--- src/rtl/pll_config_ctrl_if.sv ---
// Configuration request bus and PLL pin group for pll_config_ctrl.
// The master side is the register front end plus the PLL model; the slave side is the sequencer.
interface pll_config_ctrl_if;
  logic        CfgValid;
  logic        CfgReady;
  logic [5:0]  CfgClkr;
  logic [12:0] CfgClkf;
  logic [3:0]  CfgClkod;
  logic [11:0] CfgBwadj;
  logic        CfgTest;
  logic        PLLlock;
  logic [5:0]  PLLclkr;
  logic [12:0] PLLclkf;
  logic [3:0]  PLLclkod;
  logic [11:0] PLLbwadj;
  logic        PLLtest;
  logic        PLLfasten;
  logic        PLLconfigdone;
  logic        CfgErr;
  logic        LockLost;

  modport master (
    output CfgValid, CfgClkr, CfgClkf, CfgClkod, CfgBwadj, CfgTest, PLLlock,
    input  CfgReady, PLLclkr, PLLclkf, PLLclkod, PLLbwadj, PLLtest,
           PLLfasten, PLLconfigdone, CfgErr, LockLost
  );

  modport slave (
    input  CfgValid, CfgClkr, CfgClkf, CfgClkod, CfgBwadj, CfgTest, PLLlock,
    output CfgReady, PLLclkr, PLLclkf, PLLclkod, PLLbwadj, PLLtest,
           PLLfasten, PLLconfigdone, CfgErr, LockLost
  );
endinterface

--- src/rtl/pll_config_ctrl.sv ---
// PLL configuration sequencer: accept a divider set, apply it, hold fast-lock through a
// settle interval, wait for a stable synchronized lock, then report done/timeout and
// watch for loss of lock.
// Optional build macro PLL_CFG_RETRY_EN: a lock timeout re-applies the same settings up to
// three times before the sequencer gives up in ERROR.
module pll_config_ctrl #(
  parameter int SETTLE_CYCLES = 64,
  parameter int LOCK_STABLE   = 16,
  parameter int LOCK_TIMEOUT  = 4096,
  parameter int CNT_W         = 13
) (
  input  logic          HCLK,
  input  logic          HRESETn,
  pll_config_ctrl_if.slave bus
);

  localparam logic [2:0] IDLE      = 3'd0;
  localparam logic [2:0] APPLY     = 3'd1;
  localparam logic [2:0] SETTLE    = 3'd2;
  localparam logic [2:0] WAIT_LOCK = 3'd3;
  localparam logic [2:0] LOCKED    = 3'd4;
  localparam logic [2:0] ERROR     = 3'd5;

  localparam int STB_W = $clog2(LOCK_STABLE + 1);
  localparam logic [CNT_W-1:0] SETTLE_LAST = CNT_W'(SETTLE_CYCLES);
  localparam logic [CNT_W-1:0] TMO_LAST    = CNT_W'(LOCK_TIMEOUT);
  localparam logic [STB_W-1:0] STB_LAST    = STB_W'(LOCK_STABLE);

  logic [2:0]       state, state_nxt;
  logic [CNT_W-1:0] cnt, cnt_nxt, cnt_inc;
  logic [STB_W-1:0] stb, stb_nxt, stb_inc;
  logic [1:0]       sync_q;
  logic             lock_s;
  logic             lost, lost_nxt;
  logic             ready;
  logic             accept;
  logic [5:0]       clkr;
  logic [12:0]      clkf;
  logic [3:0]       clkod;
  logic [11:0]      bwadj;
  logic             test;
`ifdef PLL_CFG_RETRY_EN
  logic [1:0]       retry, retry_nxt;
`endif

  // Saturating increments: counters stick at all-ones instead of wrapping.
  function automatic logic [CNT_W-1:0] cnt_sat_inc(input logic [CNT_W-1:0] v);
    return (&v) ? v : v + 1'b1;
  endfunction

  function automatic logic [STB_W-1:0] stb_sat_inc(input logic [STB_W-1:0] v);
    return (&v) ? v : v + 1'b1;
  endfunction

  assign lock_s = sync_q[1];
  assign ready  = (state == IDLE) || (state == LOCKED) || (state == ERROR);
  assign accept = ready && bus.CfgValid;

  // Two-flop synchronizer for the asynchronous PLL lock indication.
  always_ff @(posedge HCLK or negedge HRESETn) begin
    if (!HRESETn) sync_q <= 2'b00;
    else          sync_q <= {sync_q[0], bus.PLLlock};
  end

  // Next-state, counter and sticky-flag logic.
  always_comb begin
    state_nxt = state;
    cnt_nxt   = cnt;
    stb_nxt   = stb;
    lost_nxt  = lost;
`ifdef PLL_CFG_RETRY_EN
    retry_nxt = retry;
`endif
    cnt_inc   = cnt_sat_inc(cnt);
    stb_inc   = lock_s ? stb_sat_inc(stb) : '0;
    if (accept) begin
      // A new request overrides any lock-loss seen in the same cycle.
      state_nxt = APPLY;
      lost_nxt  = 1'b0;
`ifdef PLL_CFG_RETRY_EN
      retry_nxt = 2'd0;
`endif
    end else begin
      case (state)
        APPLY: begin
          cnt_nxt   = '0;
          state_nxt = SETTLE;
        end
        SETTLE: begin
          if (cnt_inc == SETTLE_LAST) begin
            cnt_nxt   = '0;
            stb_nxt   = '0;
            state_nxt = WAIT_LOCK;
          end else begin
            cnt_nxt = cnt_inc;
          end
        end
        WAIT_LOCK: begin
          cnt_nxt = cnt_inc;
          stb_nxt = stb_inc;
          // Lock is tested before timeout so a coincident lock wins.
          if (stb_inc == STB_LAST) begin
            cnt_nxt   = '0;
            stb_nxt   = '0;
            state_nxt = LOCKED;
          end else if (cnt_inc == TMO_LAST) begin
            cnt_nxt = '0;
            stb_nxt = '0;
`ifdef PLL_CFG_RETRY_EN
            if (retry != 2'd3) begin
              retry_nxt = retry + 2'd1;
              state_nxt = APPLY;
            end else begin
              state_nxt = ERROR;
            end
`else
            state_nxt = ERROR;
`endif
          end
        end
        LOCKED: begin
          if (!lock_s) begin
            cnt_nxt   = '0;
            stb_nxt   = '0;
            lost_nxt  = 1'b1;
            state_nxt = WAIT_LOCK;
          end
        end
        IDLE, ERROR: ;
        default: state_nxt = IDLE;
      endcase
    end
  end

  // Sequencer state, counters and sticky lock-lost flag.
  always_ff @(posedge HCLK or negedge HRESETn) begin
    if (!HRESETn) begin
      state <= IDLE;
      cnt   <= '0;
      stb   <= '0;
      lost  <= 1'b0;
    end else begin
      state <= state_nxt;
      cnt   <= cnt_nxt;
      stb   <= stb_nxt;
      lost  <= lost_nxt;
    end
  end

`ifdef PLL_CFG_RETRY_EN
  // Retry budget for automatic re-apply after a lock timeout.
  always_ff @(posedge HCLK or negedge HRESETn) begin
    if (!HRESETn) retry <= 2'd0;
    else          retry <= retry_nxt;
  end
`endif

  // Applied PLL settings: captured on accept, held through retries and ERROR.
  always_ff @(posedge HCLK or negedge HRESETn) begin
    if (!HRESETn) begin
      clkr  <= '0;
      clkf  <= '0;
      clkod <= '0;
      bwadj <= '0;
      test  <= 1'b0;
    end else if (accept) begin
      clkr  <= bus.CfgClkr;
      clkf  <= bus.CfgClkf;
      clkod <= bus.CfgClkod;
      bwadj <= bus.CfgBwadj;
      test  <= bus.CfgTest;
    end
  end

  assign bus.CfgReady      = ready;
  assign bus.PLLclkr       = clkr;
  assign bus.PLLclkf       = clkf;
  assign bus.PLLclkod      = clkod;
  assign bus.PLLbwadj      = bwadj;
  assign bus.PLLtest       = test;
  assign bus.PLLfasten     = (state == APPLY) || (state == SETTLE) || (state == WAIT_LOCK);
  assign bus.PLLconfigdone = (state == LOCKED);
  assign bus.CfgErr        = (state == ERROR);
  assign bus.LockLost      = lost;

endmodule

--- src/flat_wrapper.sv ---
// flat-port wrapper written by rule: the top's interface ports become plain ports
module pll_config_ctrl_flat 
#(
  parameter int SETTLE_CYCLES = 64,
  parameter int LOCK_STABLE   = 16,
  parameter int LOCK_TIMEOUT  = 4096,
  parameter int CNT_W         = 13
)
  (HCLK, HRESETn, bus_CfgValid, bus_CfgClkr, bus_CfgClkf, bus_CfgClkod, bus_CfgBwadj, bus_CfgTest, bus_PLLlock, bus_CfgReady, bus_PLLclkr, bus_PLLclkf, bus_PLLclkod, bus_PLLbwadj, bus_PLLtest, bus_PLLfasten, bus_PLLconfigdone, bus_CfgErr, bus_LockLost);
  pll_config_ctrl_if bus_i ();
  input  logic HCLK;
  input  logic HRESETn;
  input wire logic [$bits(bus_i.CfgValid)-1:0] bus_CfgValid;
  input wire logic [$bits(bus_i.CfgClkr)-1:0] bus_CfgClkr;
  input wire logic [$bits(bus_i.CfgClkf)-1:0] bus_CfgClkf;
  input wire logic [$bits(bus_i.CfgClkod)-1:0] bus_CfgClkod;
  input wire logic [$bits(bus_i.CfgBwadj)-1:0] bus_CfgBwadj;
  input wire logic [$bits(bus_i.CfgTest)-1:0] bus_CfgTest;
  input wire logic [$bits(bus_i.PLLlock)-1:0] bus_PLLlock;
  output wire logic [$bits(bus_i.CfgReady)-1:0] bus_CfgReady;
  output wire logic [$bits(bus_i.PLLclkr)-1:0] bus_PLLclkr;
  output wire logic [$bits(bus_i.PLLclkf)-1:0] bus_PLLclkf;
  output wire logic [$bits(bus_i.PLLclkod)-1:0] bus_PLLclkod;
  output wire logic [$bits(bus_i.PLLbwadj)-1:0] bus_PLLbwadj;
  output wire logic [$bits(bus_i.PLLtest)-1:0] bus_PLLtest;
  output wire logic [$bits(bus_i.PLLfasten)-1:0] bus_PLLfasten;
  output wire logic [$bits(bus_i.PLLconfigdone)-1:0] bus_PLLconfigdone;
  output wire logic [$bits(bus_i.CfgErr)-1:0] bus_CfgErr;
  output wire logic [$bits(bus_i.LockLost)-1:0] bus_LockLost;
  assign bus_i.CfgValid = bus_CfgValid;
  assign bus_i.CfgClkr = bus_CfgClkr;
  assign bus_i.CfgClkf = bus_CfgClkf;
  assign bus_i.CfgClkod = bus_CfgClkod;
  assign bus_i.CfgBwadj = bus_CfgBwadj;
  assign bus_i.CfgTest = bus_CfgTest;
  assign bus_i.PLLlock = bus_PLLlock;
  assign bus_CfgReady = bus_i.CfgReady;
  assign bus_PLLclkr = bus_i.PLLclkr;
  assign bus_PLLclkf = bus_i.PLLclkf;
  assign bus_PLLclkod = bus_i.PLLclkod;
  assign bus_PLLbwadj = bus_i.PLLbwadj;
  assign bus_PLLtest = bus_i.PLLtest;
  assign bus_PLLfasten = bus_i.PLLfasten;
  assign bus_PLLconfigdone = bus_i.PLLconfigdone;
  assign bus_CfgErr = bus_i.CfgErr;
  assign bus_LockLost = bus_i.LockLost;
  pll_config_ctrl #(.SETTLE_CYCLES(SETTLE_CYCLES), .LOCK_STABLE(LOCK_STABLE), .LOCK_TIMEOUT(LOCK_TIMEOUT), .CNT_W(CNT_W)) u_core (.HCLK(HCLK), .HRESETn(HRESETn), .bus(bus_i));
endmodule
--- config.mk ---
export PLATFORM = sky130hd
export DESIGN_NAME = pll_config_ctrl_flat
export DESIGN_NICKNAME = d
export VERILOG_FILES = /design/src/rtl/pll_config_ctrl_if.sv /design/src/rtl/pll_config_ctrl.sv /design/src/flat_wrapper.sv
export SDC_FILE = /design/constraint.sdc
export NUM_CORES = 1
export LEC_CHECK = 0
export CORE_MARGIN = 3
export CORE_UTILIZATION = 49
export CTS_CLUSTER_SIZE = 28
export DETAILED_ROUTE_END_ITERATION = 10
export PLACE_DENSITY = 0.92
export SKIP_LAST_GASP = 1
export SLEW_MARGIN = 10
export SYNTH_ARGS = -nofsm -noshare
export SYNTH_HDL_FRONTEND = slang
export SYNTH_SLANG_ARGS = --single-unit
--- constraint.sdc ---
create_clock -name HCLK -period 3.9 [get_ports HCLK]
set_clock_uncertainty 0.2 [all_clocks]
set_input_delay 0.975 -clock HCLK [delete_from_list [all_inputs] [get_ports HCLK]]
set_output_delay 0.975 -clock HCLK [all_outputs]
set_load 0.03 [all_outputs]
; ---- Word level (Yosys, flattened, before mapping)
; Index checks and enable logic that the tools add are counted.
[word_totals]
ff_bits = 60
in_bits = 40
output_inout_bits = 41
elab_cells = 66
[op_classes]
add_sub_neg = 2
eq_ne = 15
muxes = 22
bitwise = 1
n_reduce_logical = 16
[op_table]
columns = op, count
row1 = two-way mux 13 bit, 5
row2 = one-hot mux 13 bit (4 select lines), 1
row3 = two-way mux 5 bit, 6
row4 = two-way mux 3 bit, 5
row5 = one-hot mux 3 bit (5 select lines), 1
row6 = one-hot mux 5 bit (3 select lines), 1
row7 = "adder 13 x 1 -> 13 bit, second input constant", 1
row8 = "equality test 13 bit, second input constant", 1
row9 = "equality test 13 x 7 -> 1 bit, second input constant", 1
row10 = AND reduction 13 bit, 1
row11 = AND reduction 4 bit, 2
row12 = "equality test 3 x 2 -> 1 bit, second input constant", 2
row13 = "equality test 3 bit, second input constant", 2
row14 = "adder 5 x 1 -> 5 bit, second input constant", 1
row15 = "equality test 5 bit, second input constant", 1
row16 = AND reduction 5 bit, 1
row17 = logical OR 1 bit, 4
row18 = "!= test 2 x 1 -> 1 bit, second input constant", 2
row19 = "!= test 2 bit, second input constant", 2
row20 = "!= test 4 x 1 -> 1 bit, second input constant", 1
row21 = nonzero test 4 bit, 1
row22 = "equality test 3 x 1 -> 1 bit, second input constant", 1
row23 = logical NOT 3 bit, 1
row24 = two-way mux 1 bit, 3
row25 = 9 further kinds, 9

; ---- Depth between registers and ports, before layout
; Gate-level depths: netlist (run 1).
[depth]
depth_word = 7
ltp_mapped = 11
ltp_nobuf = 8

; ---- Worst setup path before layout (run 1)
; Ideal clock, no wire load.
[synth_timing]
path_kind = register -> register
from = register u_core.cnt[0]
to = register u_core.cnt[9]
setup_ns = 0.126
arrival_ns = 2.634
t_required_ns = 3.574
slack_ns = 0.941
path_stages_with_launch = 11
n_path_buf = 2
period_less_slack_ns = 2.959
cell_sequence = dfrtp_1 > ha_1 > buf_2 > and3_1 > nand3_1 > o31a_1 > or4_4 > buf_6 > o41a_1 > and4_1 > a221o_1
[synth_via]
elab_chain_cells = 6
elab_cells_between_ends = 9
cone_classes = add/sub (1) / eq/ne (2) / mux (5) / reduce/logical (1)
[synth_lines]
columns = element, line_no
row1 = start: declaration, pll_config_ctrl.sv:30  ; logic [CNT_W-1:0] cnt, cnt_nxt, cnt_inc;
row2 = start signal: assignment, pll_config_ctrl.sv:144  ; cnt <= cnt_nxt;
row3 = adder 13 x 1 -> 13 bit / AND reduction 13 bit (equally long branches), pll_config_ctrl.sv:48  ; return (&v) ? v : v + 1'b1;
row4 = two-way mux 13 bit (*), pll_config_ctrl.sv:48
row5 = equality test 13 bit, pll_config_ctrl.sv:106  ; end else if (cnt_inc == TMO_LAST) begin
row6 = two-way mux 13 bit, pll_config_ctrl.sv:106
row7 = two-way mux 13 bit, pll_config_ctrl.sv:102  ; if (stb_inc == STB_LAST) begin
row8 = one-hot mux 13 bit (4 select lines) (*), pll_config_ctrl.sv:84  ; case (state)
; Mark *: on every way between the ends. The rest lies on a longest branch, timed or not.
; A chain may end at the register's enable or synchronous reset.

; ---- Worst setup path after layout (run 1)
; Ends and elaborated chain as after synthesis.

==> impl_metrics.tcl, run 1 <==
set metrics [dict create \
    outcome "completed" \
    antenna_found_initial 0 \
    drtIter0Drc 311 \
    routedWlPerCell_um 19.31 \
    critPathKind "flip-flop to flip-flop" \
    grt_max_degree 41 \
    dpl.hpwl_um 5969 \
    met2WireLength_um 4202 \
    r2r_cells 8 \
    cts_htree_levels 3 \
    wirelength_met1_um 3397 \
    die_y_um 85.80 \
    hold_viol_final 0 \
    highest_layer "met4" \
    synth_cell_types 53 \
    path_max_fanout 12 \
    r2r_start "u_core.cnt[0]" \
    power_per_cell_area_nw_per_um2 465.2 \
    leakage_nw 1.794 \
    min_to "u_core.sync_q[1]" \
    maxSlewHeadroom 0.5347 \
    worstPathRequired_ns 3.92 \
    hp-class "flip-flop to flip-flop" \
    ctsHoldBuffers 0 \
    drv_cap 0 \
    tns_ns 0 \
    min-delay-start "u_core.sync_q[0]" \
    max_slew.worst_pin.slew_ns 0.6926 \
    root_buffer "clkbuf_8" \
    fin_util 0.6866 \
    dieArea_um2 7362 \
    dr.pass1.iters 5 \
    start_kind "flip-flop" \
    synth.cell_area_um2 3120 \
    whs_path_depth 0 \
    rr_endpoint "u_core.cnt[9]" \
    ir_worst_vdd_uv 334.6 \
    synth-async-reset-ratio 1.000 \
    ys_seq_area_frac 0.4812 \
    place_congestion 0.8974 \
    routed_wirelength_um 8669 \
    row_count 28 \
    setup_viol 0 \
    synth_edf_count 0 \
    layout_min_cycle_time_ns 3.567 \
    fin_crit_sh 0.9147 \
    start_util 0.5149 \
    portBuffers 80 \
    ys_seq_elements 60 \
    fp.dieW_um 85.80 \
    drive_gt1_frac 0.1738 \
    drtAntennaViolNets 0 \
    clk_pin_slew_ns 0.07 \
    io_pins 81 \
    overflow 0 \
    synth_cells 294 \
    cts_resized 0 \
    cts_buffers 9 \
    cp.arrival_ns 3.59 \
    drcViolationCount 0 \
    ys_warn_count 0 \
    track_usage 0.2528 \
    num_vias 2700 \
    core_um2 6061 \
    layout.cells.most_common "clkdlybuf4s50_1" \
    antennaDiodeCount 0 \
    rrSetupSlack_ns 0.33 \
    grt_pass1_wl_um 14370 \
    clk_latency_ns 0.33 \
    tritoncts "yes" \
    dr_wl_met3_um 927 \
    syn_avg_cell_area_um2 10.61 \
    postCtsSetupRepairBufs 0 \
    cts_sinks 60 \
    crit_path_end_kind "flip-flop" \
    area_delta_synth_final_pct 33.36 \
    rsz0062_at_grt "false" \
    ys.flop_type "dfrtp_1" \
    drv_slew 0 \
    mostFrequentLayoutCells "clkdlybuf4s50_1 (79), dfrtp_1 (60), mux2_2 (37)" \
    max_clock_freq_ghz 0.2803 \
    clock_path_buffers 2 \
    via_per_inst 6.013 \
    synth_nets 336 \
    nNetsFinal 411 \
    first_global_vias 2801 \
]
## final cells by class
type | count | area [um2]
clock buffer | 11 | 151.4
inverter | 7 | 26.28
clock inverter | 5 | 60.06
sequential | 60 | 1501
timing repair buffer | 84 | 838.3
tap | 75 | 93.84
fill | 388 | 1899
multi-input combinational | 207 | 1490
## where the power goes
part | switching [mW] | total (mW) | internal [mW]
Clock | 0.253 | 0.584 | 0.331
Sequential | 0.141 | 0.841 | 0.700
Combinational | 0.265 | 0.511 | 0.245
## metal layers
metal,up-vias,track usage
met2,173,0.4025
met4,0,0.07338
met3,17,0.1134
met1,1279,0.3116
li1,1231,-
met5,-,0
## cells by family (layout without fill, tap and decap cells)
kind of cell	after synthesis	after routing	share of synthesized area
and+or+nand+nor	94	94	0.1576
xor gates and xnor gates	5	5	0.01403
muxes	38	38	0.1379
AOI/OAI and AO/OA	68	68	0.1600
adders and majority gates	2	2	0.008018
buffers and inverters	27	107	0.04130
DFF	60	60	0.4812
## through the flow
step                setup slack [ns]  total power [mW]  area (um2)  hold slack, ns  std cells
detailed placement            0.4026             1.346        3950          0.1371        433
floorplan                     0.9405             1.179        3120          0.1312        294
finish                        0.3327             1.936        4161          0.1540        449
global route                 0.07675             2.043        4161          0.1625        449
CTS                           0.3797             1.934        4161          0.1593        449
global placement              0.5018             1.328        3950          0.1346        433
## state kept, by name, indices dropped and copies added (netlist names)
name	count
u_core.bus.PLLbwadj	12
u_core.bus.PLLclkr	6
u_core.bus.PLLtest	1
u_core.bus.PLLclkf	13
u_core.bus.PLLclkod	4
u_core.stb	5
u_core.cnt	13
u_core.bus.LockLost	1
u_core.sync_q	2
u_core.state	3
## worst max-delay path, stage by stage, from the launching register on
cell and delay (ns):
dfrtp_1 0.44, ha_1 0.34, and3_1 0.29, nand3_1 0.12, o31a_1 0.26, or4_4 0.58, o41ai_4 0.55, nor3_1 0.28
a221o_1 0.38
## cells in the mapped netlist (2+ instances only)
library cell	n	share of area
a21o_1	4	0.0096
a21oi_1	15	0.024
a221o_1	2	0.0064
a22o_1	3	0.0084
a31oi_1	6	0.012
a32o_1	2	0.0064
and2_1	4	0.0080
and3_1	5	0.010
and4_1	5	0.014
buf_1	2	0.0024
buf_2	4	0.0064
buf_4	2	0.0048
buf_6	2	0.0072
clkbuf_1	10	0.012
dfrtp_1	60	0.48
ha_1	2	0.0080
inv_1	7	0.0084
mux2_2	37	0.13
nand2_1	24	0.029
nand2b_1	4	0.0080
nand3_1	9	0.014
nand4_1	5	0.010
nor2_1	19	0.023
nor2b_1	3	0.0060
nor3_1	5	0.0080
nor4_1	2	0.0040
o21a_1	4	0.0096
o21ai_0	9	0.014
o2bb2ai_1	2	0.0056
o31ai_1	3	0.0072
o41ai_1	5	0.014
or3_1	4	0.0080
xnor2_1	4	0.011
## how the worst max path moves through the flow
stage	start	slack (ns)	end
finish	u_core.cnt[0]	0.33	u_core.cnt[9]
global placement	u_core.cnt[0]	0.50	u_core.cnt[9]
floorplan	u_core.cnt[0]	0.94	u_core.cnt[9]
CTS	u_core.cnt[0]	0.38	u_core.cnt[9]
global route	u_core.cnt[0]	0.08	u_core.cnt[9]
detailed placement	u_core.cnt[0]	0.40	u_core.cnt[11]
No activity file was read; power rests on OpenSTA's default activity.
==> run 2: changes to the inputs <==
GPL_TIMING_DRIVEN = 1   (was not set)
==> results of run 2 <==
Same layout as run 1: the final DEF is identical, and so are final timing and power.
